### src/rtl/alu_mc.sv
// rtl/alu_mc.sv - multi-cycle ALU with iterative multiply/divide behind valid/ready handshakes
//
// Purpose:
//   Executes add/sub/logic/compare in one cycle and MUL/MULHU/DIVU/REMU iteratively
//   (one shift-add or restoring-subtract step per cycle). One operation in flight.
//   Optional feature macro: ALU_MC_DIV_EN (defined -> DIVU/REMU implemented;
//   undefined -> divider omitted, 1110/1111 complete in one cycle with err=1).
//
// Ports:
//   clk        rising-edge clock
//   reset      synchronous, active-high reset
//   in_valid   operands/op valid            in_ready   block can accept (IDLE)
//   a, b       operands (WIDTH)             ALUop      operation select (4 bits)
//   out_valid  result valid (DONE)          out_ready  consumer takes result
//   result     registered result            flag       1 iff result == 0
//   err        1 iff op unsupported in this build

module alu_mc #(
    parameter int WIDTH = 32,
    localparam int CNT_W = $clog2(WIDTH) + 1
) (
    input  logic             clk,
    input  logic             reset,
    input  logic             in_valid,
    output logic             in_ready,
    input  logic [WIDTH-1:0] a,
    input  logic [WIDTH-1:0] b,
    input  logic [3:0]       ALUop,
    output logic             out_valid,
    input  logic             out_ready,
    output logic [WIDTH-1:0] result,
    output logic             flag,
    output logic             err
);

    typedef enum logic [1:0] {S_IDLE, S_BUSY, S_DONE} state_t;

    state_t           state_q, state_d;
    logic [CNT_W-1:0] cnt_q;
    logic [WIDTH-1:0] a_q;
    logic             sel_hi_q;     // result taken from acc (MULHU/REMU) rather than lo
    logic [WIDTH-1:0] acc_q;        // product high half / partial remainder
    logic [WIDTH-1:0] lo_q;         // multiplier -> product low half / dividend -> quotient
    logic [WIDTH-1:0] result_q;
    logic             flag_q;
    logic             err_q;

    logic             is_iter;
    logic [WIDTH-1:0] single_res;
    logic             single_err;
    logic [WIDTH-1:0] acc_step, lo_step, iter_res;
    logic [WIDTH:0]   mul_sum;

`ifdef ALU_MC_DIV_EN
    logic [WIDTH-1:0] b_q;
    logic             div_q;
    logic [WIDTH:0]   div_shift, div_trial;
    assign is_iter = (ALUop[3:2] == 2'b11);
`else
    assign is_iter = (ALUop[3:1] == 3'b110);
`endif

    // Single-cycle operations, computed straight from the inputs on accept.
    always_comb begin
        single_res = '0;
        single_err = 1'b0;
        case (ALUop)
            4'b0000: single_res = a + b;
            4'b0001: single_res = a - b;
            4'b0100: single_res = a & b;
            4'b0101: single_res = a | b;
            4'b0110: single_res = a ^ b;
            4'b0111: single_res = ~(a | b);
            4'b1000: single_res = {{(WIDTH-1){1'b0}}, ($signed(a) < $signed(b))};
            4'b1001: single_res = {{(WIDTH-1){1'b0}}, (a < b)};
            default: single_err = 1'b1;
        endcase
    end

    // One iteration step. Multiply: add multiplicand into the high half when the
    // current multiplier bit is set, then shift the whole product right.
    assign mul_sum = {1'b0, acc_q} + {1'b0, (lo_q[0] ? a_q : {WIDTH{1'b0}})};

`ifdef ALU_MC_DIV_EN
    // Restoring divide: shift the next dividend bit into the remainder and keep
    // the trial subtraction only if it did not borrow (bit WIDTH clear).
    // With b=0 every trial succeeds, giving quotient all-ones and remainder a.
    assign div_shift = {acc_q, lo_q[WIDTH-1]};
    assign div_trial = div_shift - {1'b0, b_q};

    always_comb begin
        acc_step = mul_sum[WIDTH:1];
        lo_step  = {mul_sum[0], lo_q[WIDTH-1:1]};
        if (div_q) begin
            acc_step = div_trial[WIDTH] ? div_shift[WIDTH-1:0] : div_trial[WIDTH-1:0];
            lo_step  = {lo_q[WIDTH-2:0], ~div_trial[WIDTH]};
        end
    end
`else
    assign acc_step = mul_sum[WIDTH:1];
    assign lo_step  = {mul_sum[0], lo_q[WIDTH-1:1]};
`endif

    // The last step's output goes straight into result so DONE follows immediately.
    assign iter_res = sel_hi_q ? acc_step : lo_step;

    // FSM: state register
    always_ff @(posedge clk) begin
        if (reset) begin
            state_q <= S_IDLE;
        end else begin
            state_q <= state_d;
        end
    end

    // FSM: next state
    always_comb begin
        state_d = state_q;
        case (state_q)
            S_IDLE: if (in_valid)          state_d = is_iter ? S_BUSY : S_DONE;
            S_BUSY: if (cnt_q == CNT_W'(1)) state_d = S_DONE;
            S_DONE: if (out_ready)         state_d = S_IDLE;
            default:                       state_d = S_IDLE;
        endcase
    end

    // FSM: outputs
    always_comb begin
        in_ready  = (state_q == S_IDLE);
        out_valid = (state_q == S_DONE);
    end

    assign result = result_q;
    assign flag   = flag_q;
    assign err    = err_q;

    // Datapath registers
    always_ff @(posedge clk) begin
        if (reset) begin
            cnt_q    <= '0;
            a_q      <= '0;
            sel_hi_q <= 1'b0;
            acc_q    <= '0;
            lo_q     <= '0;
            result_q <= '0;
            flag_q   <= 1'b0;
            err_q    <= 1'b0;
`ifdef ALU_MC_DIV_EN
            b_q      <= '0;
            div_q    <= 1'b0;
`endif
        end else begin
            case (state_q)
                S_IDLE: begin
                    if (in_valid) begin
                        a_q      <= a;
                        sel_hi_q <= ALUop[0];
                        acc_q    <= '0;
                        lo_q     <= b;
`ifdef ALU_MC_DIV_EN
                        b_q      <= b;
                        div_q    <= ALUop[1];
                        if (ALUop[1]) lo_q <= a;
`endif
                        if (is_iter) begin
                            cnt_q <= CNT_W'(WIDTH);
                        end else begin
                            cnt_q    <= '0;
                            result_q <= single_res;
                            flag_q   <= (single_res == '0);
                            err_q    <= single_err;
                        end
                    end
                end
                S_BUSY: begin
                    acc_q <= acc_step;
                    lo_q  <= lo_step;
                    cnt_q <= cnt_q - CNT_W'(1);
                    if (cnt_q == CNT_W'(1)) begin
                        result_q <= iter_res;
                        flag_q   <= (iter_res == '0);
                        err_q    <= 1'b0;
                    end
                end
                default: ;
            endcase
        end
    end

endmodule

### config.mk
export PLATFORM = sky130hd
export DESIGN_NAME = alu_mc
export DESIGN_NICKNAME = d
export VERILOG_FILES = /design/src/rtl/alu_mc.sv
export SDC_FILE = /design/constraint.sdc
export NUM_CORES = 1
export LEC_CHECK = 0
export CORE_MARGIN = 10
export CORE_UTILIZATION = 30
export DETAILED_ROUTE_END_ITERATION = 12
export GPL_TIMING_DRIVEN = 0
export HOLD_SLACK_MARGIN = 0.05
export PLACE_DENSITY = 0.47
export REMOVE_ABC_BUFFERS = 1
export SLEW_MARGIN = 25
export SYNTH_ARGS = -nofsm -noshare
export SYNTH_HDL_FRONTEND = slang
export SYNTH_SLANG_ARGS = --single-unit
### constraint.sdc
create_clock -name clk -period 3.9 [get_ports clk]
set_input_delay 0.39 -clock clk [delete_from_list [all_inputs] [get_ports clk]]
set_output_delay 0.39 -clock clk [all_outputs]
set_load 0.005 [all_outputs]
==> results of run 1 <==
==> metrics by stage <==
| step | std cells | power (uW) | TNS, ps | utilization (%) |
|---|---|---|---|---|
| 6_report | 2675 | 5078 | 0 | 36.28 |
| 5_1_grt | 2674 | 5325 | 0 | 36.28 |
| 4_1_cts | 2664 | 5048 | 0 | 35.61 |
| 3_5_place_dp | 2624 | 3208 | -13810 | 33.63 |
| 3_3_place_gp | 2610 | 3177 | -323770 | 32.83 |
| 2_1_floorplan | 1888 | 2527 | -2213 | - |
==> area by class of cell <==
type / instances / share of cell area (%)
multi-input cells: 1641 / 64.49
well taps: 615 / 4.442
repair buffers: 141 / 8.992
clock inverters: 8 / 0.8089
inverters: 108 / 2.354
flip-flops and latches: 139 / 16.11
clock buffers: 22 / 2.795
diodes: 1 / 0.01444
==> registers in the layout, summed over array words and instances, names as in the netlist <==
signal    flops
a_q          32
sel_hi_q      1
acc_q        32
lo_q         32
flag          1
result       32
state_q       2
cnt_q         6
err           1
==> layer usage <==
layer	global-route usage, %	vias up
met5	0	-
met1	27.27	7384
met3	2.954	64
met4	5.441	0
met2	32.15	435
li1	-	7246
==> kinds of logic after synthesis <==
logic type                 count (synthesis)  share of synthesized area, %
AOI/OAI and AO/OA                        620                         28.45
xor gates and xnor gates                  77                         4.657
adders and majority gates                150                         13.12
buffers and inverters                    250                         7.275
DFF                                      139                         19.22
muxes                                     51                         3.612
and+or+nand+nor                          743                         23.67
==> where the power goes <==
part | leakage, uW | switching (uW) | internal [uW]
Clock | 0.000312 | 642 | 1130
Sequential | 0.00114 | 74.5 | 1500
Combinational | 0.00566 | 1080 | 655
Total | 0.00711 | 1790 | 3280
==> synthesized netlist by cell type, types with 11 or more instances <==
cell type / instances
nor2b_1: 37
or3_1: 11
o21bai_1: 12
o21a_1: 11
a22oi_1: 37
a311oi_1: 19
inv_1: 107
xnor2_1: 58
nor2_1: 241
clkbuf_1: 106
o21ai_0: 93
dfxtp_1: 139
ha_1: 147
mux2i_1: 41
nand2_1: 228
or2_2: 11
buf_1: 11
a31oi_1: 25
o31ai_1: 15
nor3_1: 59
a21o_1: 28
a211oi_1: 28
buf_2: 13
nand4_1: 23
a21oi_1: 205
nor4_1: 18
and2_1: 43
nand3_1: 24
o211ai_1: 29
xor2_1: 19
==> worst register-to-register path: stages, from the launching register on <==
cell	delay, ps
dfxtp_4	390
buf_4	170
and2_1	160
ha_1	340
a21oi_1	150
o21ai_0	120
or3_1	440
o311a_4	420
a21oi_2	190
xnor2_1	140
mux2_2	300
a211o_1	300
nor4_4	310
a41oi_1	160
nand2_1	90
==> worst paths after layout <==
check / startpoint / end / slack (ps) / depth (start not counted)
setup reg to reg: lo_q[0] / flag / 150 / 14
hold / removal: a[10] / a_q[10] / 320 / 3
hold reg to reg: a_q[21] / a_q[21] / 450 / 2
setup / recovery: b[14] / flag / 70 / 14
==> repair_timing <==
item | CTS | global route
pin swaps | 15 | 21
buffers inserted | 10 | 10
endpoints found under the setup margin | 29 | 11
hold endpoints to repair | 0 | 0
gates resized for setup | 69 | 81
==> flow_metrics.env, run 1 <==
export IMPL_rsz0062_at_grt="no"
export IMPL_syn_avg_cell_area_um2=7.134
export IMPL_die_area_um2=57460
export IMPL_fin_crit_sh_pct=98.13
export IMPL_p_leak_uw=0.007109
export IMPL_seqCellArea_um2=2790
export IMPL_fin_skew_ps=9.938
export IMPL_crit_chain="clkdlybuf4s50_1 > inv_1 > ha_4 > a21o_1 > a31oi_1 > nand3_1 > o31a_1 > a311oi_2 > a2111o_2 > nand3_2 > or4_4 > nor4_4 > nand4_1 > nand2_1"
export IMPL_final_common_cell="nor2_1"
export IMPL_max_vdd_ir_drop_v=0.0003258
export IMPL_antenna_found_initial=0
export IMPL_status="complete, no violations"
export IMPL_ys_ff_latch=139
export IMPL_place_ws_ps=-1141
export IMPL_clock_fmax_ghz=0.2613
export IMPL_wl_met3_mm=3.182
export IMPL_vias=15130
export IMPL_drcViolationCount=0
export IMPL_top_layer="met4"
export IMPL_crit_buf_inv=2
export IMPL_hpwl_mm=45.04
export IMPL_synth_cell_types=95
export IMPL_synth_edf_count=0
export IMPL_slew_violations=0
export IMPL_drtIter0Drc=1193
export IMPL_gr_total_overflow=0
export IMPL_clk_latency_ps=450
export IMPL_grt_max_degree=73
export IMPL_hold_worst_slack_ps=324.3
export IMPL_yosys_warnings=0
export IMPL_wl_mm=59.26
export IMPL_fin_crit_ps=3827
export IMPL_cts_buffers=17
export IMPL_die_height_um=239.7
export IMPL_start_kind="primary input"
export IMPL_cts_root_buf="clkbuf_16"
export IMPL_clock_sinks=139
export IMPL_timing_final_hold_violations=0
export IMPL_grt_pass1_wl_mm=89.21
export IMPL_worst_slew_pin_slew_ps=975.9
export IMPL_syn_inst=2030
export IMPL_cp_top_family="simple AND/OR/NAND/NOR gates"
export IMPL_die_width_um=239.7
export IMPL_slowest_delay_ps=660
export IMPL_io_buffers=107
export IMPL_dr_wl_met2_mm=27.20
export IMPL_p_per_area_nw_per_um2=293.1
export IMPL_num_rows=80
export IMPL_place_area_um2=16060
export IMPL_core_area_um2=47750
export IMPL_critPathKind="primary input to flip-flop"
export IMPL_met1_length_mm=27.54
export IMPL_cts_tree="built"
export IMPL_crit_path_end_kind="flip-flop"
export IMPL_grt_pass1_vias=14610
export IMPL_ctsHoldBuffers=0
export IMPL_synth_top_area_cell="dfxtp_1"
export IMPL_synth_top_area_share_pct=19.22
export IMPL_netlist_area_um2=14480
export IMPL_cts_buffer_depth=2
export IMPL_io_pins=108
export IMPL_ys_async_sr_fraction_pct=0
export IMPL_slew_headroom_pct=34.78
export IMPL_layout_common_cells="237 x nor2_1, 226 x nand2_1, 194 x a21oi_1"
export IMPL_nNetsFinal=2270
export IMPL_cp_data_required_time_ps=4280
export IMPL_slowest_stage="clkdlybuf4s50_1"
export IMPL_routedWlPerCell_um=22.15
export IMPL_fillCellCount=5032
export IMPL_hold_class="primary input to flip-flop"
export IMPL_setup_ws_ps=72.76
export IMPL_grt_usage_pct=20.02
export IMPL_drtAntennaViolNets=0
export IMPL_drive_gt1_share_pct=10.05
export IMPL_clk_pin_slew_ps=60
export IMPL_post_drt_via_cell_ratio=5.656
export IMPL_max_cap_violations=0
export IMPL_critPathArrivalTime_ps=4210
export IMPL_multiInputGateArea_um2=11170
export IMPL_yosys_most_used_dff="dfxtp_1"
export IMPL_start_util_pct=30.33
export IMPL_setup_violations=0
export IMPL_synth_area_leaders="dfxtp_1 19%, ha_1 13%, a21oi_1 7.1%, nor2_1 6.2%, nand2_1 5.9%"
export IMPL_finalInstanceArea_um2=17320
export IMPL_ys_seq_area_share_pct=19.22
export IMPL_crit_path_max_fanout=13
export IMPL_routabilityCongestion=0.8898
export IMPL_htreeDepth=4
export IMPL_first_pass_iters=5
export IMPL_syn2layout_area_growth_pct=19.63
Power figures use the tool's default switching activity.
==> run 2: changes to the inputs <==
--- a/config.mk
+++ b/config.mk
@@ -5,12 +5,12 @@
 export SDC_FILE = /design/constraint.sdc
 export NUM_CORES = 1
 export LEC_CHECK = 0
-export CORE_MARGIN = 10
-export CORE_UTILIZATION = 30
+export CORE_UTILIZATION = 40
+export CTS_CLUSTER_DIAMETER = 60
 export DETAILED_ROUTE_END_ITERATION = 12
 export GPL_TIMING_DRIVEN = 0
 export HOLD_SLACK_MARGIN = 0.05
-export PLACE_DENSITY = 0.47
+export PLACE_DENSITY = 0.59
 export REMOVE_ABC_BUFFERS = 1
 export SLEW_MARGIN = 25
 export SYNTH_ARGS = -nofsm -noshare
==> run 2 against run 1 <==
  * Sequential power is essentially flat
  * Utilization rose by 12 points
  * First-iteration DRC count increased by 19%
  * Worst hold slack improved by 22 ps
  * Cell area fell by 0.17%
  * Non-clock buffer count decreased by 1
  * Fmax up 0.26%
  * Setup slack gained 9.9 ps
  * Critical path type unchanged
  * Critical endpoint unchanged
==> flow_metrics.env, run 2 (synthesis gave the netlist of run 1 again) <==
export IMPL_routedWlPerCell_um=21.71
export IMPL_routabilityCongestion=0.9116
export IMPL_crit_path_end_kind="flip-flop"
export IMPL_combPwrFrac_pct=33.0
export IMPL_ctsHoldBuffers=0
export IMPL_power_switching_uw=1790
export IMPL_post_drt_via_cell_ratio=6.090
export IMPL_cts_root_buf="clkbuf_16"
export IMPL_p_sw_share_pct=34.28
export IMPL_rr_worst_depth=14
export IMPL_cp_depth=14
export IMPL_drtIter0Drc=1424
export IMPL_hold_worst_slack_ps=346.2
export IMPL_crit_path_max_fanout=10
export IMPL_cts_buffers=17
export IMPL_io_pins=108
export IMPL_cts_tree="built"
export IMPL_grt_pass1_vias=14060
export IMPL_layout_common_cells="237 x nor2_1, 226 x nand2_1, 192 x a21oi_1"
export IMPL_cts_buffer_depth=2
export IMPL_slew_headroom_pct=34.02
export IMPL_setup_ws_ps=82.64
export IMPL_clock_sinks=139
export IMPL_intPower_uw=3431
export IMPL_fin_crit_ps=3817
export IMPL_num_rows=69
export IMPL_slew_violations=0
export IMPL_io_buffers=107
export IMPL_die_height_um=192.3
export IMPL_p_total_uw=5221
export IMPL_die_area_um2=36970
export IMPL_vias=15360
export IMPL_p_leak_uw=0.007208
export IMPL_die_width_um=192.3
export IMPL_drtAntennaViolNets=0
export IMPL_gr_total_overflow=0
export IMPL_start_util_pct=40.71
export IMPL_grt_usage_pct=28.90
export IMPL_nNetsFinal=2269
export IMPL_timing_final_hold_violations=0
export IMPL_start_kind="primary input"
export IMPL_grt_max_degree=91
export IMPL_p_per_area_nw_per_um2=301.9
export IMPL_pwr_share_clk_pct=36.9
export IMPL_critPathKind="primary input to flip-flop"
export IMPL_drcViolationCount=0
export IMPL_grt_pass1_wl_mm=82.08
export IMPL_hpwl_mm=40.89
export IMPL_crit_buf_inv=2
export IMPL_clk_pin_slew_ps=60
export IMPL_max_cap_violations=0
export IMPL_drive_gt1_share_pct=10.24
export IMPL_max_vdd_ir_drop_v=0.0002256
export IMPL_place_area_um2=15890
export IMPL_slowest_stage="clkdlybuf4s50_1"
export IMPL_core_area_um2=35570
export IMPL_hold_class="primary input to flip-flop"
export IMPL_fin_crit_sh_pct=97.88
export IMPL_finalSetupTns_ps=0
export IMPL_fillCellCount=3572
export IMPL_critPathArrivalTime_ps=4190
export IMPL_min_path_cells=2
export IMPL_clk_latency_ps=430
export IMPL_finalInstanceArea_um2=17300
export IMPL_antenna_found_initial=1
export IMPL_cp_data_required_time_ps=4270
export IMPL_slowest_delay_ps=610
export IMPL_final_common_cell="nor2_1"
export IMPL_wl_mm=54.75
export IMPL_place_ws_ps=-1155
export IMPL_worst_slew_pin_slew_ps=987.3
export IMPL_first_pass_iters=5
export IMPL_fin_skew_ps=12.48
export IMPL_clock_fmax_ghz=0.2620
export IMPL_htreeDepth=4
export IMPL_setup_violations=0
export IMPL_seqPwrFrac_pct=30.1
export IMPL_status="complete, no violations"
export IMPL_cp_top_family="simple AND/OR/NAND/NOR gates"
export IMPL_syn2layout_area_growth_pct=19.43
export IMPL_crit_chain="clkdlybuf4s50_1 > inv_1 > ha_4 > o21ba_2 > or4_4 > a211oi_4 > nor3_4 > o21ai_2 > and3_1 > o32ai_2 > or4_1 > nor4_2 > nand4_1 > nand2_1"
run 2: changes by cell type in the layout (fill, tap and decap cells not counted), sizes merged:
cell / delta
buf: -1
dlymetal6s2s: +6
dlygate4sd2: -6
bufinv: +2
clkbuf: -3
clkdlybuf4s15: +2
clkinv: -1
clkdlybuf4s50: +1
clkinvlp: +1
run 2: through the flow:
step           utilization, %  std cells
6_report                48.62       2522
5_1_grt                 48.62       2522
4_1_cts                 47.27       2507
3_5_place_dp            44.67       2471
3_3_place_gp            43.52       2456
2_1_floorplan               -       1888
run 2: per-layer routing:
metal / part of all wire (%) / GRT usage (%) / vias to the layer above
met5: 0 / 0 / -
met4: 3.2 / 10.69 / 0
met3: 6.4 / 2.691 / 107
met2: 45 / 44.89 / 580
met1: 46 / 41.12 / 7419
li1: - / - / 7253
run 2: final timing paths:
check	startpoint	to	slack, ps
worst max-delay path	a[2]	flag	80
worst min-delay path	reset	acc_q[5]	350
worst max register to register	lo_q[0]	flag	130
worst min register to register	result[18]	result[18]	450
run 2: layout make-up:
cell class	count	area [um^2]	area share, %
diodes	1	2.502	0.01447
multi-input cells	1641	11220	64.90
clock inverters	10	210.2	1.215
inverters	108	405.4	2.344
repair buffers	140	1602	9.260
clock buffers	22	484.2	2.800
flip-flops and latches	139	2790	16.13
well taps	461	576.8	3.335
run 2: power groups by stage:
stage	Clock (uW)	Combinational [uW]	Sequential (uW)
floorplan	0	938	1590
detailed placement	0	1570	1610
global placement	0	1530	1610
finish	1920	1720	1570
global route	2000	1850	1580
CTS	1940	1620	1570
run 2: what timing repair did:
item | CTS | global route
setup buffers | 4 | 14
pin swaps | 6 | 18
resized for setup | 47 | 102
endpoints found under the setup margin | 22 | 12
==> RTL change 1: new RTL, flow settings as in run 1 <==
`WIDTH`: 32 -> 16.
--- a/src/rtl/alu_mc.sv
+++ b/src/rtl/alu_mc.sv
@@ -17,5 +17,5 @@
 
 module alu_mc #(
-    parameter int WIDTH = 32,
+    parameter int WIDTH = 16,
     localparam int CNT_W = $clog2(WIDTH) + 1
 ) (
Interface: changed (resized a, b and result); port bits go from 108 to 60. No check against the original RTL was run, so the function may have changed too.
==> RTL change 1 against run 1 <==
Non-clock buffer count is 66 lower. Synthesized cell count fell by 53%. Cell area is 51% lower. Largest power group unchanged. Total power decreased by 50%. Register-to-register slack worse by 0.05 ns. Sequential cell count shrank 65. Wire length shrank 59%. Worst hold slack gained 0.083 ns. Largest cell class unchanged. Worst setup slack better by 0.026 ns. Via count is 54% lower. Area after synthesis down 52%. Clock power is 44% lower. Final cell count decreased by 52%. Highest routed layer unchanged.
==> RTL change 1: results (changes against run 1) <==
Outcome
  • Status: finished clean

Global routing
  • Total grt overflow: 0 (unchanged)
  • First-pass GRT wire length: 37.9 mm (-57%)
  • Routing usage on met2: 0.257 (-0.0642)
  • GRT Util Overall: 0.162 (-0.0378)
  • Met3 Track Usage GR: 0.0264 (-0.00309)
  • Vias in the first global route: 6660 (-54%)
  • Initial antenna violation count: 0 (unchanged)
  • Met1 Use GR: 0.230 (-0.0428)
  • Largest net degree at the start of global routing: 66 (-9.6%)

Synth
  • Adder-Cell Fraction of Synth Area: 0.144 (+0.0126)
  • Library cells used by synthesis: 68 (-28%)
  • Synth async-reset ratio: 0 (unchanged)
  • Synth area leaders: dfxtp_1 21%, ha_1 14%, nand2_1 7.3%
  • Post-Synth XOR/XNOR Area: 0.0303 (-0.0163)
  • Yosys warning count: 0 (unchanged)
  • Post-synthesis cell count: 960 (-53%)
  • Complex-gate fraction of the synthesized area: 0.286 (+0.00197)
  • Sequential area share after synthesis: 0.213 (+0.0212)
  • Mux contribution to synthesized area: 0.0214 (-0.0147)
  • Synth cell count leaders: 135 x nand2_1, 97 x a21oi_1, 86 x nor2_1, 75 x ha_1, 74 x dfxtp_1

STA
  • Skew final: 0.00569 ns (-0.00425 ns)
  • Rel. slew slack: 0.290 (-0.0578)
  • Final setup viols: 0 (unchanged)

Critical path
  • CP max-delay cell: or4b_4
  • Delay-heaviest family, CP: simple AND/OR/NAND/NOR gates
  • CP Max Fanout: 4 (-9)
  • Crit-path max cell delay: 0.55 ns (-0.11 ns)

Routing
  • Wire per inst: 19.1 um (-14%)
  • Met1 Wirelength: 11.9 mm (-57%)
  • Max layer used: met4
  • Initial DRC count: 470 (-61%)
  • Via Count: 6951 (-54%)
  • Wire length on met2: 11.1 mm (-59%)
  • Routed wl met3: 1.18 mm (-63%)
  • Drt first pass iters: 6 (+1)

Layout
  • Nets: 1103 (-51%)
  • Non-filler cells, final: 1275 (-52%)
  • Syn-to-layout area delta: 22.7%
  • Layout cells sized above 1: 0.105 (+0.00452)
  • Ant diodes: 0 (-1)
  • Filler instances: 2388 (-53%)

Pwr
  • P_int: 0.00173 W (-47%)
  • VDD IR-drop max: 0.162 mV (-50%)
  • Cell leakage power: 3.50 nW (-51%)

Clock tree
  • Clock Latency Late Sink: 0.34 ns (-0.11 ns)
  • Max Root-Sink Buffers: 2 (unchanged)
  • Clock slew at reported path FFs: 0.06 ns (about the same)
  • Clk root buf: clkbuf_16
  • H-tree depth: 3 (-1)
  • CTS buffer count: 9 (-8)

Hold path
  • HP Class: primary input to register

Placement
  • Port Buf Inserts: 59 (-45%)
  • DP Wirelength: 18.3 mm (-59%)
  • Dpl cell area: 7770 um^2 (-52%)
  • Routability-driven placement congestion ratio: 0.858 (-3.6%)
RTL change 1: through the flow:
step / total power, W / setup WS, ns / hold WS [ns] / setup TNS, ns / util
floorplan: 0.00123 / 0.00633 / 0.426 / 0 / -
global placement: 0.00152 / -1.87 / 0.441 / -21.43 / 0.336
detailed placement: 0.00152 / -0.964 / 0.444 / -3.08 / 0.342
CTS: 0.00254 / 0.00455 / 0.453 / 0 / 0.367
global route: 0.00268 / -0.0621 / 0.420 / -0.0621 / 0.375
finish: 0.00255 / 0.0989 / 0.407 / 0 / 0.375
RTL change 1: cell type report:
class                           count  area (um^2)  area share
Inverter                           62          233      0.0273
Timing Repair Buffer               75          776      0.0911
Tap cell                          285          357      0.0419
Clock buffer                       10          239      0.0281
Clock inverter                      6          114      0.0134
Sequential cell                    74         1490       0.175
Multi-Input combinational cell    763         5310       0.624
RTL change 1: power groups by stage:
stage          clock network (W)  logic [W]  registers [W]
6_report                0.000990   0.000725       0.000836
5_1_grt                  0.00104   0.000800       0.000842
2_1_floorplan                  0   0.000393       0.000841
3_3_place_gp                   0   0.000662       0.000854
4_1_cts                  0.00100   0.000705       0.000834
3_5_place_dp                   0   0.000665       0.000854
RTL change 1: final timing paths:
path	start	endpoint	slack (ns)	depth (start not counted)
max	lo_q[0]	flag	0.1	14
min	b[0]	lo_q[0]	0.41	3
max reg2reg	lo_q[0]	flag	0.1	14
min reg2reg	result[11]	result[11]	0.45	2
RTL change 1: what timing repair did:
item | in CTS | in global routing
setup buffers | 4 | 5
endpoints found under the setup margin | 3 | 1
resized for setup | 54 | 36
hold buffers | 0 | 0
pin swaps | 6 | 9
RTL change 1: tightest hold or removal path: stages:
cell            delay, ns
dlymetal6s2s_1       0.17
nand2_1              0.08
a311oi_1             0.07
==> RTL change 2: new RTL, flow settings as in run 1 <==
Made on the original files. Make the reset (`reset`) asynchronous in 2 clocked blocks. Comments in the files are not updated.
--- a/src/rtl/alu_mc.sv
+++ b/src/rtl/alu_mc.sv
@@ -106,5 +106,5 @@
 
     // FSM: state register
-    always_ff @(posedge clk) begin
+    always_ff @(posedge clk or posedge reset) begin
         if (reset) begin
             state_q <= S_IDLE;
@@ -136,5 +136,5 @@
 
     // Datapath registers
-    always_ff @(posedge clk) begin
+    always_ff @(posedge clk or posedge reset) begin
         if (reset) begin
             cnt_q    <= '0;
Formal check against the unedited RTL: differs if reset is asserted again (counterexample within 4 cycles, from zero or initial values and one cycle with reset high); with reset held inactive, the same outputs for 4 cycles.
==> RTL change 2 against run 1 <==
The run now ends with negative setup slack left. Final cell count shrank 4.3%. Worst setup slack lost 0.65 ns. Cell area grew 5.7%. Global-route usage grew 0.75 points. Critical endpoint is now flag. Synthesized cell count shrank 7.9%. Sequential cell count is the same. Area after synthesis is essentially flat. Non-clock buffer count grew 21. Sequential share of layout area grew 3.0 points. Wire length grew 1.9%. Maximum frequency shrank 15%. Worst hold slack gained 0.0084 ns. Critical path depth grew 1.
Power is not compared: it rests on default switching activity, and its combinational part moved more than twofold at a synthesized area within 25%.
==> RTL change 2: results (changes against run 1) <==
Synth
  • Synth area leaders: dfrtp_1 24%, ha_1 13%, o21ai_0 6.3%
  • Mux contribution to synthesized area: 0.0745 (+0.0384)
  • Synth cell count leaders: 223 x nand2_1, 181 x o21ai_0, 147 x a21oi_1, 147 x ha_1, 139 x dfrtp_1
  • Library cells used by synthesis: 89 (-6.3%)
  • Post-Synth XOR/XNOR Area: 0.0230 (-0.0236)
  • Complex-gate fraction of the synthesized area: 0.282 (-0.00279)
  • Sequential area share after synthesis: 0.240 (+0.0480)
  • Synth async-reset ratio: 1.00 (+1.00)
  • Adder-Cell Fraction of Synth Area: 0.131 (about the same)
  • Most used DFF post-synth: dfrtp_1

Routing
  • Initial DRC count: 1139 (-4.5%)
  • Via Count: 14600 (-3.4%)
  • Wire per inst: 23.6 um (+6.5%)
  • Drt first pass iters: 6 (+1)

Outcome
  • Status: finished, violations left
  • Failing checks: negative setup slack

Critical path
  • Crit-path max cell delay: 0.62 ns (-0.04 ns)
  • Worst r2r src: state_q[0]
  • Flop-to-flop setup slack: -0.54 ns (-0.69 ns)
  • Critical Path AT: 4.90 ns (+0.69 ns)
  • R2r endpoint: flag
  • R2R cell count: 12 (-2)

Global routing
  • Initial antenna violation count: 0 (unchanged)
  • Largest net degree at the start of global routing: 82 (+12%)
  • GRT Util Overall: 0.208 (+0.00747)
  • First-pass GRT wire length: 90.1 mm (+1.1%)
  • Vias in the first global route: 14300 (-2.0%)

Layout
  • Layout cells sized above 1: 0.163 (+0.0629)
  • Nets: 2156 (-5.0%)
  • Filler instances: 4876 (-3.1%)
  • Ant diodes: 0 (-1)

STA
  • Rel. slew slack: 0.350 (+0.00208)
  • Final setup viols: 1 (+1)
  • Skew final: 0.0124 ns (+0.00244 ns)
  • Post-route setup slack: -0.582 ns (-0.655 ns)
  • Final hold slack: 0.333 ns (+0.00836 ns)

Placement
  • DP Wirelength: 44.9 mm (-0.34%)
  • Dpl cell area: 16300 um^2 (+1.6%)
  • Pre-CTS setup slack: -2.13 ns (-0.989 ns)
  • Routability-driven placement congestion ratio: 0.892 (+0.25%)

Clock tree
  • Clock slew at reported path FFs: 0.06 ns (about the same)
  • Clock Latency Late Sink: 0.49 ns (+0.04 ns)

Hold path
  • HP Class: primary input to asynchronous set/reset pin

Pwr
  • Cell leakage power: 7.48 nW
==> RTL change 2: power groups by stage <==
| stage | Combinational, W | Sequential (W) | Clock [W] |
|---|---|---|---|
| floorplan | 0.00305 | 0.00251 | 0 |
| global placement | 0.00474 | 0.00275 | 0 |
| detailed placement | 0.00489 | 0.00271 | 0 |
| CTS | 0.00542 | 0.00269 | 0.00200 |
| global route | 0.00641 | 0.00275 | 0.00204 |
| finish | 0.00589 | 0.00267 | 0.00194 |
==> RTL change 2: worst max-delay path: cells and delay by family <==
family / cells / cell delay, ns
adder cells (fa/ha/maj): 1 / 0.39
AO/OA/AOI/OAI: 5 / 1.35
buffers and inverters: 3 / 0.85
AND/OR/NAND/NOR: 6 / 1.90
==> RTL change 2: how the worst max path moves through the flow <==
stage | from | to | slack, ns
detailed placement | a[0] | flag | -2.13
global route | lo_q[0] | flag | -0.76
finish | a[9] | flag | -0.58
global placement | state_q[0] | flag | -12.10
CTS | lo_q[0] | flag | -0.53
floorplan | state_q[0] | flag | -3.73
==> RTL change 2: layout make-up <==
cell class | count | share of cell area
timing repair inverter | 1 | 0.000273
clock buffer | 17 | 0.0232
clock inverter | 14 | 0.0133
inverter | 115 | 0.0243
tap | 615 | 0.0420
multi-input combinational | 1498 | 0.610
sequential | 139 | 0.191
timing repair buffer | 162 | 0.0962
==> RTL change 2: cells by family after synthesis <==
| group | count (synthesis) |
|---|---|
| mux | 102 |
| simple gates | 575 |
| xor+xnor | 38 |
| flops | 139 |
| fa+ha+maj | 150 |
| compound gates | 633 |
| buf+inv | 233 |
==> RTL change 2: per-layer routing <==
layer | wire, um | vias to the layer above | global-route usage
met5 | 0 | - | 0
met4 | 1310 | 0 | 0.0722
met3 | 3380 | 70 | 0.0367
met2 | 27400 | 418 | 0.321
met1 | 28400 | 7225 | 0.285
li1 | - | 6906 | -
==> RTL change 2: repair_timing <==
action	CTS	global route
pin swaps	38	38
cloned	1	0
resized for setup	140	82
endpoints found under the setup margin	24	11
endpoints found under the hold margin	0	0
buffers inserted	23	16
==> RTL change 2: metrics by stage <==
| step | util | std cells | setup TNS, ns |
|---|---|---|---|
| 2_1_floorplan | - | 1752 | -135.40 |
| 3_3_place_gp | 0.332 | 2474 | -1067.72 |
| 3_5_place_dp | 0.342 | 2491 | -19.85 |
| 4_1_cts | 0.373 | 2546 | -0.531 |
| 5_1_grt | 0.383 | 2561 | -0.965 |
| 6_report | 0.383 | 2561 | -0.582 |
